$ cat config.mk
export PLATFORM = sky130hd
export DESIGN_NAME = pipe_hazard_ctrl
export DESIGN_NICKNAME = d
export VERILOG_FILES = /design/src/rtl/pipe_hazard_ctrl.sv
export SDC_FILE = /design/constraint.sdc
export NUM_CORES = 1
export LEC_CHECK = 0
export CAP_MARGIN = 10
export CORE_AREA = 4 4 52 54
export DETAILED_ROUTE_END_ITERATION = 8
export DIE_AREA = 0 0 56 58
export GPL_ROUTABILITY_DRIVEN = 0
export PLACE_DENSITY = 0.8
export SLEW_MARGIN = 40
export SYNTH_ARGS = -nofsm -noshare
export SYNTH_HDL_FRONTEND = slang
export SYNTH_SLANG_ARGS = --single-unit
$ cat constraint.sdc
create_clock -name clk -period 2.7 [get_ports clk]
set_clock_uncertainty 0.05 [all_clocks]
set_input_delay 0.675 -clock clk [delete_from_list [all_inputs] [get_ports clk]]
set_output_delay 0.675 -clock clk [all_outputs]
set_load 0.02 [all_outputs]
$ cat src/rtl/pipe_hazard_ctrl.sv
// pipe_hazard_ctrl: central hazard/flush scheduler for the five-stage pipeline.
// Each cycle it selects one of four actions: branch-mispredict flush,
// interrupt entry, halt, or load-use stall. It drives the PC and IF_ID write
// enables and the ID_EX flush controls.
//
// State tracked across cycles:
//   - run / in-service / halted
//   - a registered interrupt-pending bit
//
// Ports:
//   clk, rst                   clock, synchronous active-high reset
//   id_ra/id_rb(_used)         source registers of the instruction in ID
//   ex_desreg/memtoreg/regwrite destination and load info of the instruction in EX
//   ex_mispredict/halt/eret    control events resolved in EX
//   irq_req, int_en            level interrupt request, global enable
//   pc_en, if_id_en            PC / IF_ID write enables
//   bubble_rst, jump_rst       ID_EX bubble insert / IF_ID+ID_EX flush
//   interrupt                  one-cycle interrupt-entry pulse
//   in_service, halted         state flags
//   stall_cnt, flush_cnt       performance counters
//
// Optional: define HAZ_PERF_CNT_EN to build the saturating performance
// counters. When it is undefined, stall_cnt and flush_cnt are tied to 0.
module pipe_hazard_ctrl #(
  parameter int CNT_W    = 16,
  parameter int ZERO_HAZ = 0
) (
  input  logic             clk,
  input  logic             rst,
  input  logic [4:0]       id_ra,
  input  logic [4:0]       id_rb,
  input  logic             id_ra_used,
  input  logic             id_rb_used,
  input  logic [4:0]       ex_desreg,
  input  logic             ex_memtoreg,
  input  logic             ex_regwrite,
  input  logic             ex_mispredict,
  input  logic             ex_halt,
  input  logic             ex_eret,
  input  logic             irq_req,
  input  logic             int_en,
  output logic             pc_en,
  output logic             if_id_en,
  output logic             bubble_rst,
  output logic             jump_rst,
  output logic             interrupt,
  output logic             in_service,
  output logic             halted,
  output logic [CNT_W-1:0] stall_cnt,
  output logic [CNT_W-1:0] flush_cnt
);

  typedef enum logic [1:0] {RUN, ISR, HALTED} st_t;

  st_t  st, st_nxt;
  logic irq_pend;
  logic load_use;

  assign load_use = ex_memtoreg & ex_regwrite &
                    ((id_ra_used & (id_ra == ex_desreg)) |
                     (id_rb_used & (id_rb == ex_desreg))) &
                    ((ZERO_HAZ != 0) | (ex_desreg != 5'd0));

  always_comb begin
    pc_en      = 1'b0;
    if_id_en   = 1'b0;
    bubble_rst = 1'b0;
    jump_rst   = 1'b0;
    interrupt  = 1'b0;
    st_nxt     = st;
    if (!rst) begin
      case (st)
        RUN, ISR: begin
          if (ex_halt) begin
            jump_rst = 1'b1;
            st_nxt   = HALTED;
          end else if (ex_mispredict) begin
            jump_rst = 1'b1;
            pc_en    = 1'b1;
            if_id_en = 1'b1;
          end else if (st == RUN && irq_pend && !load_use) begin
            interrupt = 1'b1;
            pc_en     = 1'b1;
            if_id_en  = 1'b1;
            st_nxt    = ISR;
          end else if (load_use) begin
            bubble_rst = 1'b1;
          end else begin
            pc_en    = 1'b1;
            if_id_en = 1'b1;
          end
          // eret returns to RUN even when paired with a mispredict; halt wins.
          if (st == ISR && !ex_halt && ex_eret)
            st_nxt = RUN;
        end
        HALTED: begin
          bubble_rst = 1'b1;
        end
        default: st_nxt = RUN;
      endcase
    end
  end

  always_ff @(posedge clk) begin
    if (rst) begin
      st       <= RUN;
      irq_pend <= 1'b0;
    end else begin
      st <= st_nxt;
      // Clearing on entry takes precedence over a coincident new request.
      if (interrupt)
        irq_pend <= 1'b0;
      else if (irq_req && int_en)
        irq_pend <= 1'b1;
    end
  end

  assign in_service = (st == ISR);
  assign halted     = (st == HALTED);

`ifdef HAZ_PERF_CNT_EN
  logic [CNT_W-1:0] stall_q, flush_q;

  always_ff @(posedge clk) begin
    if (rst) begin
      stall_q <= '0;
      flush_q <= '0;
    end else begin
      if (bubble_rst && st != HALTED && stall_q != '1)
        stall_q <= stall_q + CNT_W'(1);
      if (jump_rst && flush_q != '1)
        flush_q <= flush_q + CNT_W'(1);
    end
  end

  assign stall_cnt = stall_q;
  assign flush_cnt = flush_q;
`else
  assign stall_cnt = '0;
  assign flush_cnt = '0;
`endif

endmodule

==> impl_metrics.yaml <==
timing:
  hold_viol: 0
  max_freq_mhz: 371
  min_period_ns: 2.70
  min_period_over_period_pct: 99.9
  finalMaxSlewViolations: 0
  rsz0062_at_grt: "true"
  setup_viol: 0
  setup_slack_ns: 0.00274
  finalSetupTns_ns: 0
  fin_hold_ws_ns: 0.541
drt:
  num_vias: 603
  wl_per_cell_um: 11.3
  viasPerCell: 3.89
  drt_iter0_markers: 4
  ant_nets: 0
  drt-pass1-iter-count: 4
  drc: 0
  drt-total-wl_um: 1750
outcome:
  outcome: "finished, final reports clean"
global_routing:
  grt_use_met3_pct: 1.56
  grt_max_degree: 8
  grt_pass1_wl_um: 2440
  grt-busiest-layer: "met2"
  grt_pass1_vias: 573
  grt_overflow: 0
  met1_usage_pct: 9.34
  grt_usage_pct: 9.56
  antenna_found_initial: 1
  met2_usage_pct: 17.9
clock_tree:
  cts_buffers: 3
  ctsHoldBuffers: 0
  htreeDepth: 1
  cts_root_buf: "clkbuf_4"
  insertion_delay_ns: 0.23
  cts_tree: "yes"
  clockBufferDepth: 2
  clkTransAtPathRegs_ns: 0.03
  clock_sinks: 3
power_and_ir_drop:
  swShare_pct: 38.9
  max-vdd-ir-drop_mv: 0.210
  switchingPower_mw: 0.108
  power_density_mw_per_mm2: 291
  total_power_mw: 0.278
  p_int_mw: 0.170
  combPwrFrac_pct: 54.4
  cellLeakagePower_nw: 0.485
  p_clk_share_pct: 27.6
  power_frac_seq_pct: 17.9
place:
  port_buffers: 32
  dp_slack_ns: -0.784
  dp_hpwl_um: 1490
worst_setup_path:
  end_kind: "output port"
  cp_max_fo: 4
  critPathRequiredTime_ns: 1.98
  startpoint_type: "primary input"
  timing_worst_setup_path_type: "primary input to output port"
  arrival_ns: 1.97
floorplan:
  rows: 17
  die_area_sq_mm: 0.00325
  die_w_um: 56
  die_h_um: 58
  initial_core_util_pct: 27.0
  core_area_sq_mm: 0.00221
  io_pins: 65
min_path:
  hold_class: "flop to flop"
run:
  drv_cap: 0
finish:
  post-route-util_pct: 43.2
  drive_above_1_share_pct: 22.2
  fin_nets: 153
  area_growth_pct: 60.2
yosys:
  synth-seq-cells: 3
  ys_types: 21
  syn-cell-area_sq_um: 597
  synth_area_per_cell_sq_um: 7.37
  yosysSeqAreaShare_pct: 10.1
  synthCells: 81
  yosysWarnings: 0
-- cells in the final DEF, fill, tap and decap left out, types with 2 or more instances in the layout --
master / instances
buf_4: 11
a21oi_1: 4
a21o_1: 2
buf_2: 3
nand4_1: 2
nor2_1: 4
buf_6: 5
nand2_1: 3
conb_1: 32
clkdlybuf4s50_1: 18
dfxtp_1: 3
dlygate4sd2_1: 3
dlymetal6s2s_1: 3
nor2b_1: 2
nor3_1: 4
clkbuf_4: 3
nand2b_1: 2
xnor2_1: 9
-- critical path, stage by stage --
cell and delay [ns]:
clkdlybuf4s50_1 0.49, xnor2_1 0.13, nand4_1 0.14, o22ai_2 0.15
buf_6 0.13, a21o_1 0.14, buf_6 0.12
-- cell usage after synthesis --
cell type	n	area share, %
dfxtp_1	3	10
a211oi_1	1	1.3
nor2_1	5	3.1
buf_4	33	42
inv_1	1	0.63
nor3b_1	1	1.3
a21o_1	2	2.5
o21ai_0	1	0.84
xnor2_1	10	15
o211ai_2	1	2.1
nor3_1	4	3.4
nand2_1	3	1.9
o211a_1	1	1.7
nor2b_1	2	2.1
or3_1	1	1.0
or4_4	1	1.9
a21oi_1	5	4.2
o22ai_1	1	1.0
conb_1	1	0.63
nand2b_1	2	2.1
nand4_1	2	2.1
-- area by class of cell --
class / count / area (sq um)
Fill cell: 244 / 1260
Multi-Input combinational cell: 75 / 430
Timing Repair Buffer: 43 / 398
Sequential cell: 3 / 60.1
Tap cell: 28 / 35.0
Clock buffer: 4 / 26.3
Inverter: 1 / 3.75
Antenna cell: 1 / 2.50
-- routing by layer --
layer,routed length (um),part of all wire [%]
met1,533,30
met2,995,57
met3,138,7.9
met4,82,4.7
met5,0,0
-- cells by family after synthesis --
| group | after synthesis | synth area share, % |
|---|---|---|
| buffers and inverters | 34 | 42.1 |
| AND/OR/NAND/NOR | 21 | 18.9 |
| AO/OA/AOI/OAI | 12 | 13.6 |
| XOR/XNOR | 10 | 14.7 |
| flip-flops | 3 | 10.1 |
| other | 1 | 0.628 |
-- timing repair --
item,4_1_cts,5_1_grt
gates resized for setup,36,14
endpoints found under the setup margin,5,4
pin swaps,9,10
gates cloned,0,0
setup buffers,0,1
endpoints found under the hold margin,0,0
-- power by group through the flow --
stage               combinational (mW)  sequential [mW]  clock (mW)
global route                     0.162           0.0503      0.0851
detailed placement               0.148           0.0505           0
global placement                 0.145           0.0503           0
floorplan                        0.114           0.0499           0
CTS                              0.143           0.0499      0.0816
finish                           0.152           0.0499      0.0769
-- state kept, by name (all words and copies together) (netlist names) --
signal / cells
irq_pend: 1
st: 2
-- per-stage QoR --
step	area [sq um]	std cells
global route	956	155
global placement	900	149
detailed placement	900	149
floorplan	717	112
finish	956	155
CTS	897	153
-- final timing paths --
kind	slack (ns)	start	to	cells after the start
setup / recovery	0.003	id_rb[4]	bubble_rst	7
hold reg to reg	0.54	st[1]	st[1]	2
hold / removal	0.54	st[1]	st[1]	2
setup reg to reg	1.56	st[0]	irq_pend	3
(Power assumes the default switching activity.)
